**config.mk**
```make
export PLATFORM = sky130hd
export DESIGN_NAME = cue_strike_ctrl
export DESIGN_NICKNAME = d
export VERILOG_FILES = /design/src/rtl/billiard_pkg.sv /design/src/rtl/cue_dir_lut.sv /design/src/rtl/cue_strike_ctrl.sv
export SDC_FILE = /design/constraint.sdc
export NUM_CORES = 1
export LEC_CHECK = 0
export ABC_AREA = 1
export BUFFER_PORTS_ARGS = -buffer_cell sky130_fd_sc_hd__buf_4
export CAP_MARGIN = 10
export CORE_MARGIN = 3
export CORE_UTILIZATION = 48
export DETAILED_ROUTE_END_ITERATION = 6
export PLACE_DENSITY = 0.68
export SYNTH_ARGS = -nofsm -noshare
export SYNTH_HDL_FRONTEND = slang
export SYNTH_SLANG_ARGS = --single-unit
```
**constraint.sdc**
```tcl
create_clock -name clk -period 15.6 [get_ports clk]
set_input_delay 3.12 -clock clk [delete_from_list [all_inputs] [get_ports clk]]
set_output_delay 3.12 -clock clk [all_outputs]
set_load 0.03 [all_outputs]
```
**src/rtl/billiard_pkg.sv**
```systemverilog
// Shared definitions for the cue-ball motion unit.
//   VELOCITY_LIMIT    : largest ball speed, fixed-point units per frame
//   FIXED_POINT_SHIFT : fraction bits of the Q1.6 direction table
//   ANGLE_BITS        : width of the aim direction index (64 directions)
//   cue_state_t       : states of the cue strike controller
package billiard_pkg;

    localparam int VELOCITY_LIMIT    = 200;
    localparam int FIXED_POINT_SHIFT = 6;
    localparam int ANGLE_BITS        = 6;

    typedef enum logic [2:0] {
        IDLE,
        AIM,
        CHARGE,
        CALC,
        STRIKE,
        WAIT_MOVE
    } cue_state_t;

endpackage

```
**src/rtl/cue_dir_lut.sv**
```systemverilog
// Direction lookup: aim index -> signed Q1.6 cosine and sine (peak +/-64).
//   aimAngle in  6  direction index, 0=+X, 16=+Y (screen down), 32=-X, 48=-Y
//   cosVal   out 8  signed cos of the direction
//   sinVal   out 8  signed sin of the direction
// Only the first quadrant (17 points, 0..90 degrees) is stored; the other
// three quadrants are produced by swapping and negating cos/sin.
module cue_dir_lut
    import billiard_pkg::*;
(
    input  logic [ANGLE_BITS-1:0] aimAngle,
    output logic signed [7:0]     cosVal,
    output logic signed [7:0]     sinVal
);

    // cos(idx * 90deg / 16) * 64, rounded; sin(idx) is quarter(16 - idx).
    function automatic logic [6:0] quarter(input logic [4:0] idx);
        case (idx)
            5'd0:    quarter = 7'd64;
            5'd1:    quarter = 7'd64;
            5'd2:    quarter = 7'd63;
            5'd3:    quarter = 7'd61;
            5'd4:    quarter = 7'd59;
            5'd5:    quarter = 7'd56;
            5'd6:    quarter = 7'd53;
            5'd7:    quarter = 7'd49;
            5'd8:    quarter = 7'd45;
            5'd9:    quarter = 7'd41;
            5'd10:   quarter = 7'd36;
            5'd11:   quarter = 7'd30;
            5'd12:   quarter = 7'd24;
            5'd13:   quarter = 7'd19;
            5'd14:   quarter = 7'd12;
            5'd15:   quarter = 7'd6;
            5'd16:   quarter = 7'd0;
            default: quarter = 7'd0;
        endcase
    endfunction

    logic [4:0]       offset;
    logic signed [7:0] mag_a;   // cos of the in-quadrant offset
    logic signed [7:0] mag_b;   // sin of the in-quadrant offset

    always_comb begin
        offset = {1'b0, aimAngle[3:0]};
        mag_a  = $signed({1'b0, quarter(offset)});
        mag_b  = $signed({1'b0, quarter(5'd16 - offset)});
        cosVal = mag_a;
        sinVal = mag_b;
        case (aimAngle[5:4])
            2'd0: begin cosVal =  mag_a; sinVal =  mag_b; end
            2'd1: begin cosVal = -mag_b; sinVal =  mag_a; end
            2'd2: begin cosVal = -mag_a; sinVal = -mag_b; end
            2'd3: begin cosVal =  mag_b; sinVal = -mag_a; end
            default: begin cosVal = mag_a; sinVal = mag_b; end
        endcase
    end

endmodule

```
**src/rtl/cue_strike_ctrl.sv**
```systemverilog
// Cue strike controller: turns player keys into a single shot on the cue ball.
//   clk, reset           system clock, synchronous active-high reset
//   startOfFrame         1-cycle strobe per video frame; keys are sampled only on it
//   allBallsStopped      table is still
//   keyRotCW/keyRotCCW   level: rotate aim +1 / -1
//   keyShoot             level: held = charge, release = strike
//   velocityWriteEnable  1-cycle strike pulse; outVelocityX/Y valid only with it, else 0
//   aimAngle, power      aim direction index and current charge (also drive sprites)
//   cueActive            high in AIM/CHARGE
// There is no backpressure: the strike pulse is a fire-and-forget write, the
// cue ball always accepts it in the cycle it is presented.
module cue_strike_ctrl
    import billiard_pkg::*;
#(
    parameter int MAX_POWER     = VELOCITY_LIMIT,
    parameter int POWER_STEP    = 4,
    parameter int ROT_FRAMES    = 3,
    parameter int SETTLE_FRAMES = 2
) (
    input  logic                  clk,
    input  logic                  reset,
    input  logic                  startOfFrame,
    input  logic                  allBallsStopped,
    input  logic                  keyRotCW,
    input  logic                  keyRotCCW,
    input  logic                  keyShoot,
    output logic                  velocityWriteEnable,
    output logic signed [10:0]    outVelocityX,
    output logic signed [10:0]    outVelocityY,
    output logic [ANGLE_BITS-1:0] aimAngle,
    output logic [7:0]            power,
    output logic                  cueActive
);

    localparam int ROT_W    = $clog2(ROT_FRAMES + 1);
    localparam int SETTLE_W = $clog2(SETTLE_FRAMES + 1);

    cue_state_t          state, next_state;
    logic [ROT_W-1:0]    rot_cnt;
    logic [SETTLE_W-1:0] settle_cnt;
    logic signed [15:0]  p_x, p_y;
    logic signed [15:0]  v_x, v_y;
    logic signed [7:0]   cos_val, sin_val;
    logic [8:0]          power_sum;
    logic                rot_one_key;

    cue_dir_lut u_lut (
        .aimAngle (aimAngle),
        .cosVal   (cos_val),
        .sinVal   (sin_val)
    );

    // Floor division by 64 of the Q1.6 product; result always fits 11 bits.
    assign v_x         = p_x >>> FIXED_POINT_SHIFT;
    assign v_y         = p_y >>> FIXED_POINT_SHIFT;
    assign power_sum   = {1'b0, power} + 9'(POWER_STEP);
    assign rot_one_key = keyRotCW ^ keyRotCCW;

    always_ff @(posedge clk) begin
        if (reset) state <= IDLE;
        else       state <= next_state;
    end

    always_comb begin
        next_state          = state;
        velocityWriteEnable = 1'b0;
        outVelocityX        = '0;
        outVelocityY        = '0;
        cueActive           = 1'b0;
        case (state)
            // A shoot key still held from before must be let go before aiming.
            IDLE: if (startOfFrame && allBallsStopped && !keyShoot) next_state = AIM;
            AIM: begin
                cueActive = 1'b1;
                if (startOfFrame && keyShoot && allBallsStopped) next_state = CHARGE;
            end
            CHARGE: begin
                cueActive = 1'b1;
                if (startOfFrame) begin
                    if (!allBallsStopped) next_state = IDLE;
                    else if (!keyShoot)   next_state = (power != 8'd0) ? CALC : AIM;
                end
            end
            CALC: next_state = STRIKE;
            STRIKE: begin
                velocityWriteEnable = 1'b1;
                outVelocityX        = v_x[10:0];
                outVelocityY        = v_y[10:0];
                next_state          = WAIT_MOVE;
            end
            // Waiting a few frames lets the struck ball report motion before a
            // still table is trusted; a zero-velocity strike also ends here.
            WAIT_MOVE: begin
                if (startOfFrame && allBallsStopped && settle_cnt == SETTLE_W'(SETTLE_FRAMES))
                    next_state = IDLE;
            end
            default: next_state = IDLE;
        endcase
    end

    always_ff @(posedge clk) begin
        if (reset) begin
            aimAngle   <= '0;
            power      <= '0;
            rot_cnt    <= '0;
            settle_cnt <= '0;
            p_x        <= '0;
            p_y        <= '0;
        end else begin
            // Aim rotation: one step per ROT_FRAMES frames of a single held key.
            if (state != AIM) begin
                rot_cnt <= '0;
            end else if (startOfFrame) begin
                if (!rot_one_key) begin
                    rot_cnt <= '0;
                end else if (rot_cnt == ROT_W'(ROT_FRAMES - 1)) begin
                    rot_cnt  <= '0;
                    aimAngle <= keyRotCW ? aimAngle + 1'b1 : aimAngle - 1'b1;
                end else begin
                    rot_cnt <= rot_cnt + 1'b1;
                end
            end

            case (state)
                AIM: if (startOfFrame && keyShoot && allBallsStopped) power <= 8'(POWER_STEP);
                CHARGE: begin
                    if (startOfFrame) begin
                        if (!allBallsStopped) power <= '0;
                        else if (keyShoot)
                            power <= (power_sum >= 9'(MAX_POWER)) ? 8'(MAX_POWER) : power_sum[7:0];
                    end
                end
                STRIKE: power <= '0;
                default: ;
            endcase

            if (state != WAIT_MOVE)
                settle_cnt <= '0;
            else if (startOfFrame && settle_cnt != SETTLE_W'(SETTLE_FRAMES))
                settle_cnt <= settle_cnt + 1'b1;

            if (state == CALC) begin
                p_x <= $signed({8'd0, power}) * $signed({{8{cos_val[7]}}, cos_val});
                p_y <= $signed({8'd0, power}) * $signed({{8{sin_val[7]}}, sin_val});
            end
        end
    end

endmodule

```
==> results of run 1 <==
cell usage after synthesis, types with 2 or more instances:
library cell	count	area, sq um
inv_1	223	837
nor2_1	139	522
nand2_1	136	510
ha_1	98	1230
fa_1	64	1280
a21oi_1	55	275
nand3_1	51	255
dfxtp_1	46	921
o21ai_0	44	220
xor2_1	24	210
nand2_2	18	113
clkbuf_1	16	60.1
o211ai_1	11	82.6
nor3_1	9	45.0
inv_2	7	26.3
o21ai_1	6	30.0
xnor2_1	6	52.6
nand4_1	5	31.3
o221ai_1	5	43.8
or2_2	5	31.3
a31oi_1	4	25.0
buf_4	4	30.0
nand3_2	4	40.0
o21bai_1	4	30.0
buf_2	3	15.0
clkinv_1	2	7.51
conb_1	2	7.51
nor2_4	2	22.5
nor4_1	2	12.5
o21a_1	2	15.0
o21ai_2	2	17.5
o22ai_2	2	25.0
state kept, by name, summed over array words and instances (netlist names):
name and count:
settle_cnt 2, power 6, u_lut.mag_a 7, state 3, aimAngle 6, p_y 10
rot_cnt 2, p_x 10
worst max-delay path, delay by kind of cell (launching register included):
kind                     cells  cell delay (ns)
buffers and inverters        9             0.59
flip-flops                   1             0.49
AO/OA/AOI/OAI                4             0.70
AND/OR/NAND/NOR             16             1.49
adder cells (fa/ha/maj)      7             2.91
XOR/XNOR                     1             0.24
power breakdown:
group          switching (mW)  total, mW  internal (mW)
Combinational          0.0617     0.0918         0.0301
Sequential            0.00789      0.136          0.128
Clock                  0.0522      0.113         0.0612
per-layer routing:
layer  vias up  routed length [um]
met1      2946                7720
met2       109                7700
met4         0                 197
li1       3236                   -
met3         8                 567
met5         -                   0
final cells by class:
| type | count | area share (%) |
|---|---|---|
| multi-input cells | 734 | 68.2 |
| clock inverters | 3 | 0.335 |
| clock buffers | 5 | 1.59 |
| flip-flops and latches | 46 | 11.7 |
| well taps | 184 | 2.93 |
| inverters | 232 | 11.1 |
| repair buffers | 43 | 4.11 |
metrics by stage:
step / power, mW / std cells
floorplan: 0.206 / 1036
global placement: 0.230 / 1239
detailed placement: 0.231 / 1239
CTS: 0.345 / 1247
global route: 0.363 / 1247
finish: 0.341 / 1247
worst max path at each step:
| stage | from | end | slack (ns) | depth (start not counted) |
|---|---|---|---|---|
| 6_report | aimAngle[1] | p_y[14] | 9.06 | 37 |
| 5_1_grt | aimAngle[0] | p_y[14] | 8.45 | 37 |
| 4_1_cts | aimAngle[0] | p_y[14] | 9.03 | 37 |
| 3_5_place_dp | aimAngle[0] | p_y[14] | 9.04 | 37 |
| 3_3_place_gp | aimAngle[0] | p_y[14] | 9.17 | 37 |
| 2_1_floorplan | aimAngle[1] | p_y[14] | 9.27 | 37 |
cells by family (layout without fill, tap and decap cells):
family,count (synthesis),after routing
AND/OR/NAND/NOR,375,375
AO/OA/AOI/OAI,147,147
other,2,19
adder cells (fa/ha/maj),162,162
flip-flops,46,46
buffers and inverters,256,283
XOR/XNOR,31,31
==> impl_metrics.yaml, run 1 <==
run_status:
  outcome: "finished clean"
critical_path:
  end_kind: "flop"
  arrival_ns: 6.75
  required_ns: 15.81
  cp_slowest_stage_delay_ns: 0.52
  cp-start-kind: "flop"
  r2r_start: "aimAngle[1]"
  crit_path_max_fanout: 8
  path_class: "reg2reg"
  reg2regPathDepth: 37
  reg2reg_slack_ns: 9.06
  critPathSlowestCell: "fa_1"
  timing.critical_path.mode_cell: "inv_1"
  r2r_end: "p_y[14]"
power:
  irDropWorstVdd_mv: 0.0586
  p_leak_nw: 4.18
  power_density_nw_per_um2: 43.5
sta:
  post-route-worst-setup-slack_ns: 9.06
  whs_ns: 0.494
  slew_viol_final: 0
  post-route-min-period_ns: 6.54
  setup_viol: 0
  tightest_slew_ns: 1.00
  finalClockSkew_ns: 0.00877
  rsz0062_at_grt: "no"
  tns_ns: 0
  finalHoldViolCount: 0
  min_period_over_period_pct: 41.9
  clock.fmax_mhz: 153
  slew_headroom_pct: 32.4
die:
  die_w_um: 128
  io_pins: 45
  rows: 44
  initial_utilization_pct: 49.3
  core_area_sq_um: 14600
  die_area_sq_um: 16500
  die_h_um: 128
placed_design:
  routabilityCongestion: 0.938
  port_buffers: 42
  pre_cts_ws_ns: 9.04
  place_area_sq_um: 7700
  hpwl_um: 13400
clocking:
  post_cts_resized: 0
  clk_pin_slew_ns: 0.07
  cts_buffer_depth: 2
  ctsHtreeMaxLevel: 2
  ctsHoldBuffers: 0
  cts_made_buffers: 5
  postCtsSetupBuffers: 0
  cts_root_buffer: "clkbuf_16"
  cts_tree: "yes"
  clock_latency_ns: 0.31
  cts_sinks: 46
yosys:
  synth_compound_area_share_pct: 12.2
  synth.distinct_cells: 50
  synth_edf_count: 0
  synth_xor_area_share_pct: 3.88
  synth-simple-area-share_pct: 22.6
  async_reset_ff_share_pct: 0
  synthCells: 1019
  syn_avg_cell_area_sq_um: 7.06
  synth-seq-cells: 46
  yosysSeqAreaShare_pct: 12.8
  yosysWarnings: 0
  synthAdderAreaFrac_pct: 34.8
  synth_top_family_by_area: "adder cells"
  syn_area_sq_um: 7200
  muxShareOfSynthArea_pct: 0
  ys.flop_type: "dfxtp_1"
global_routing:
  grt_pass1_wl_um: 28200
  grt_use_met2_pct: 35.1
  grt_pass1_vias: 6111
  grt_max_degree: 24
  grt.overflow.total: 0
  grtUsageMet1_pct: 28.5
  grt_util_met3_pct: 2.08
  antenna_found_initial: 0
  grt-busiest-layer: "met2"
  grtUsageTotal_pct: 20.7
detailed_routing:
  drc: 0
  first_iter_violations: 354
  viasPerCell: 5.05
  drtPass1Iterations: 5
  drtAntennaViolNets: 0
  vias: 6299
  postRouteWirelength_um: 16200
  avgRoutedWirePerCell_um: 13.0
cells_and_area:
  nNetsFinal: 1231
  final_common_cell: "inv_1"
  nFillCells: 1406
  mostFrequentLayoutCells: "223 x inv_1, 139 x nor2_1, 136 x nand2_1"
  area.growth.synth_to_final_pct: 9.16
  multi_input_area_sq_um: 5360
  diodes: 0
  fin_util_pct: 53.8
  layout-drive-gt1-share_pct: 9.13
  final_cell_area_sq_um: 7860
  seq_area_sq_um: 921
min_path:
  min_to: "rot_cnt[1]"
  hold_depth: 2
  hold_class: "reg2reg"
  hold_start: "rot_cnt[1]"
job:
  drv_cap: 0
Power figures use the tool's default switching activity.
==> run 2, diff against run 1 <==
- PLACE_DENSITY: 0.68 -> 0.71
- clock period: 15.6 -> 5.65 ns (I/O delays scaled with it)
==> impl_metrics.yaml, run 2 (same netlist as run 1, synthesis figures left out) <==
run_status:
  outcome: "finished clean"
sta:
  tightest_slew_ns: 0.775
  slew_headroom_pct: 48.3
  clock.fmax_mhz: 178
  rsz0062_at_grt: "yes"
  post-route-min-period_ns: 5.60
  slew_viol_final: 0
  finalClockSkew_ns: 0.00544
  setup_viol: 0
  tns_ns: 0
  finalHoldViolCount: 0
  min_period_over_period_pct: 99.2
detailed_routing:
  drtAntennaViolNets: 0
  vias: 6864
  drc: 0
  first_iter_violations: 378
  drtPass1Iterations: 4
  viasPerCell: 5.13
  postRouteWirelength_um: 17900
  avgRoutedWirePerCell_um: 13.4
global_routing:
  grtUsageTotal_pct: 22.0
  grt_util_met3_pct: 2.49
  antenna_found_initial: 0
  grt.overflow.total: 0
  grt_use_met2_pct: 38.9
  grtUsageMet1_pct: 28.9
  grt_max_degree: 24
  grt-busiest-layer: "met2"
  grt_pass1_vias: 6630
  grt_pass1_wl_um: 30300
power:
  pwr-share-comb_pct: 27.0
  p_seq_share_pct: 35.5
  power_density_nw_per_um2: 115
  switching_power_mw: 0.335
  clockPowerShare_pct: 37.5
  p_leak_nw: 4.77
  p_int_mw: 0.719
  irDropWorstVdd_mv: 0.137
  p_sw_share_pct: 31.8
clocking:
  ctsHtreeMaxLevel: 2
  cts_sinks: 46
  clock_latency_ns: 0.29
  cts_root_buffer: "clkbuf_16"
  cts_made_buffers: 5
  clk_pin_slew_ns: 0.07
  cts_buffer_depth: 2
  ctsHoldBuffers: 0
  cts_tree: "yes"
placed_design:
  port_buffers: 42
  placed_cells: 1307
  routabilityCongestion: 0.921
  hpwl_um: 14100
critical_path:
  critPathSlowestCell: "fa_1"
  required_ns: 5.84
  timing.critical_path.mode_cell: "nand2_1"
  path_class: "reg2reg"
  cp_slowest_stage_delay_ns: 0.53
  arrival_ns: 5.79
  crit_path_max_fanout: 4
  end_kind: "flop"
  cp-start-kind: "flop"
die:
  die_h_um: 128
  core_area_sq_um: 14600
  initial_utilization_pct: 49.3
  rows: 44
  die_w_um: 128
  die_area_sq_um: 16500
  io_pins: 45
cells_and_area:
  nNetsFinal: 1323
  layout-drive-gt1-share_pct: 25.6
  final_common_cell: "inv_1"
  diodes: 0
  mostFrequentLayoutCells: "205 x inv_1, 127 x buf_4, 122 x nor2_1"
  fin_cells: 1339
  area.growth.synth_to_final_pct: 27.9
min_path:
  hold_class: "reg2reg"
job:
  drv_cap: 0
==> run 2: layer usage <==
metal	vias to the layer above	part of all wire, %
met2	138	51
li1	3426	-
met3	17	4.1
met4	0	1.2
met1	3283	44
met5	-	0
==> run 2: layout make-up <==
cell class	instances	area (sq um)
multi-input cells	734	5910
well taps	184	230
inverters	232	886
clock inverters	2	60.1
clock buffers	6	139
repair buffers	135	1040
flip-flops and latches	46	931
fillers	1265	5390
==> run 2: critical path, delay by kind of cell (launching register included) <==
kind	cells	cell delay (ns)
flops	1	0.35
buf+inv	7	0.47
fa+ha+maj	7	2.65
compound gates	5	0.83
xor+xnor	1	0.13
simple gates	14	1.05
==> run 2: worst paths after layout <==
check / from / cells past startpoint / slack, ns / to
setup reg to reg: aimAngle[1] / 34 / 0.05 / p_x[12]
setup / recovery: aimAngle[1] / 34 / 0.05 / p_x[12]
hold / removal: rot_cnt[1] / 2 / 0.49 / rot_cnt[1]
hold reg to reg: rot_cnt[1] / 2 / 0.49 / rot_cnt[1]
==> run 2: timing repair <==
| item | 4_1_cts | 5_1_grt |
|---|---|---|
| pin swaps | 22 | 91 |
| resized for setup | 21 | 114 |
| setup buffers | 8 | 16 |
| endpoints found under the setup margin | 9 | 14 |
==> run 2: power by group through the flow <==
stage          clock, mW  sequential, mW  combinational (mW)
2_1_floorplan          0           0.380               0.193
3_3_place_gp           0           0.381               0.262
3_5_place_dp           0           0.381               0.268
4_1_cts            0.403           0.374               0.271
5_1_grt            0.416           0.378               0.324
6_report           0.395           0.374               0.284
==> run 2: through the flow <==
stage / power [mW] / utilization, % / area, sq um / hold WS [ns] / setup slack [ns]
floorplan: 0.573 / - / 7370 / 0.455 / -0.0189
global placement: 0.644 / 57.1 / 8330 / 0.477 / -0.00733
detailed placement: 0.649 / 57.1 / 8330 / 0.481 / -0.107
CTS: 1.05 / 59.4 / 8660 / 0.491 / 0.00331
global route: 1.12 / 63.1 / 9200 / 0.510 / -0.262
finish: 1.05 / 63.1 / 9200 / 0.489 / 0.0470
==> run 3, diff against run 2 <==
- CORE_MARGIN: 3 -> 2
- HOLD_SLACK_MARGIN: unset -> 0.06
==> impl_metrics.yaml, run 3 (same netlist as run 1, synthesis figures left out) <==
die:
  io_pins: 45
  die_w_um: 126
  initial_utilization_pct: 49.3
  core_area_sq_um: 14600
  die_area_sq_um: 16000
  rows: 44
  die_h_um: 126
detailed_routing:
  postRouteWirelength_um: 18200
  drtAntennaViolNets: 0
  first_iter_violations: 305
  drtPass1Iterations: 4
  viasPerCell: 5.12
  avgRoutedWirePerCell_um: 13.7
  drc: 0
  vias: 6830
job:
  drv_cap: 0
min_path:
  hold_start: "rot_cnt[1]"
  hold_class: "reg2reg"
  hold_depth: 2
  min_to: "rot_cnt[1]"
critical_path:
  r2r_end: "p_x[15]"
  cp_slowest_stage_delay_ns: 0.56
  cpLargestDelayFamily: "adder cells"
  arrival_ns: 5.81
  cp-start-kind: "flop"
  end_kind: "flop"
  reg2regPathDepth: 37
  path_buf_inv: 8
  path_class: "reg2reg"
  critPathSlowestCell: "fa_1"
  required_ns: 5.84
  r2r_start: "aimAngle[1]"
  reg2reg_slack_ns: 0.02
  crit_path_max_fanout: 4
sta:
  slew_headroom_pct: 43.0
  setup_viol: 0
  finalClockSkew_ns: 0.00722
  finalHoldViolCount: 0
  min_period_over_period_pct: 99.6
  slew_viol_final: 0
  clock.fmax_mhz: 178
  tightest_slew_ns: 0.854
  whs_ns: 0.482
  post-route-min-period_ns: 5.63
  post-route-worst-setup-slack_ns: 0.0218
  rsz0062_at_grt: "yes"
power:
  p_leak_nw: 4.71
  power_density_nw_per_um2: 114
  irDropWorstVdd_mv: 0.136
clocking:
  cts_made_buffers: 5
  clock_latency_ns: 0.29
  cts_buffer_depth: 2
  ctsHoldBuffers: 0
  cts_root_buffer: "clkbuf_16"
  clk_pin_slew_ns: 0.07
  cts_tree: "yes"
  cts_sinks: 46
  ctsHtreeMaxLevel: 2
global_routing:
  grtUsageTotal_pct: 22.2
  grt_pass1_vias: 6521
  grt.overflow.total: 0
  grt_max_degree: 24
  antenna_found_initial: 0
  grt_pass1_wl_um: 29500
cells_and_area:
  nNetsFinal: 1317
  area.growth.synth_to_final_pct: 28.6
  seq_area_sq_um: 930
  diodes: 0
  mostFrequentLayoutCells: "203 x inv_1, 122 x nor2_1, 120 x buf_4"
  final_cell_area_sq_um: 9250
  nFillCells: 1259
  fin_util_pct: 63.4
  final_common_cell: "inv_1"
  layout-drive-gt1-share_pct: 26.5
  multi_input_area_sq_um: 6000
placed_design:
  routabilityCongestion: 0.914
  pre_cts_ws_ns: -0.167
  port_buffers: 42
  hpwl_um: 13600
  place_area_sq_um: 8310
run_status:
  outcome: "finished clean"
[run 3: worst max path at each step]
stage / endpoint / depth (start not counted) / from / slack (ns)
floorplan: p_y[14] / 37 / aimAngle[0] / -0.02
global placement: p_x[12] / 33 / aimAngle[0] / -0.11
detailed placement: p_x[12] / 33 / aimAngle[0] / -0.17
CTS: p_x[15] / 36 / aimAngle[0] / 0.007
global route: p_x[12] / 38 / aimAngle[0] / -0.26
finish: p_x[15] / 37 / aimAngle[1] / 0.02
[run 3: layer usage]
metal / wire length (um) / track usage [%] / up-vias
li1: - / - / 3405
met1: 8160 / 29.3 / 3274
met4: 336 / 5.43 / 0
met2: 9140 / 39.6 / 124
met5: 0 / 0 / -
met3: 577 / 1.69 / 27
[run 3: where the power goes]
part	leakage, nW	switching [mW]	internal [mW]
clock	0.0971	0.129	0.266
combinational	4.24	0.182	0.0989
sequential	0.374	0.0209	0.354
total	4.71	0.332	0.718
[run 3: tightest hold or removal path, stage by stage (launching register included)]
cell	delay [ns]
dfxtp_1	0.32
nand2_1	0.06
a21oi_1	0.05
[run 3: cell type report]
| class | instances | area share, % |
|---|---|---|
| multi-input cells | 734 | 64.8 |
| repair buffers | 129 | 10.9 |
| flip-flops and latches | 46 | 10.0 |
| inverters | 232 | 9.57 |
| well taps | 184 | 2.49 |
| clock buffers | 6 | 1.50 |
| clock inverters | 2 | 0.649 |
[run 3: timing repair]
action | 4_1_cts | 5_1_grt
buffers inserted | 4 | 18
setup endpoints to repair | 10 | 15
cloned | 0 | 0
pin swaps | 22 | 89
resized for setup | 22 | 132
[run 3: per-stage QoR]
step	total power [mW]	TNS, ns	instances
6_report	1.05	0	1333
5_1_grt	1.11	-2.09	1333
4_1_cts	1.04	0	1315
3_5_place_dp	0.648	-0.635	1303
3_3_place_gp	0.645	-0.221	1303
2_1_floorplan	0.573	-0.0189	1036
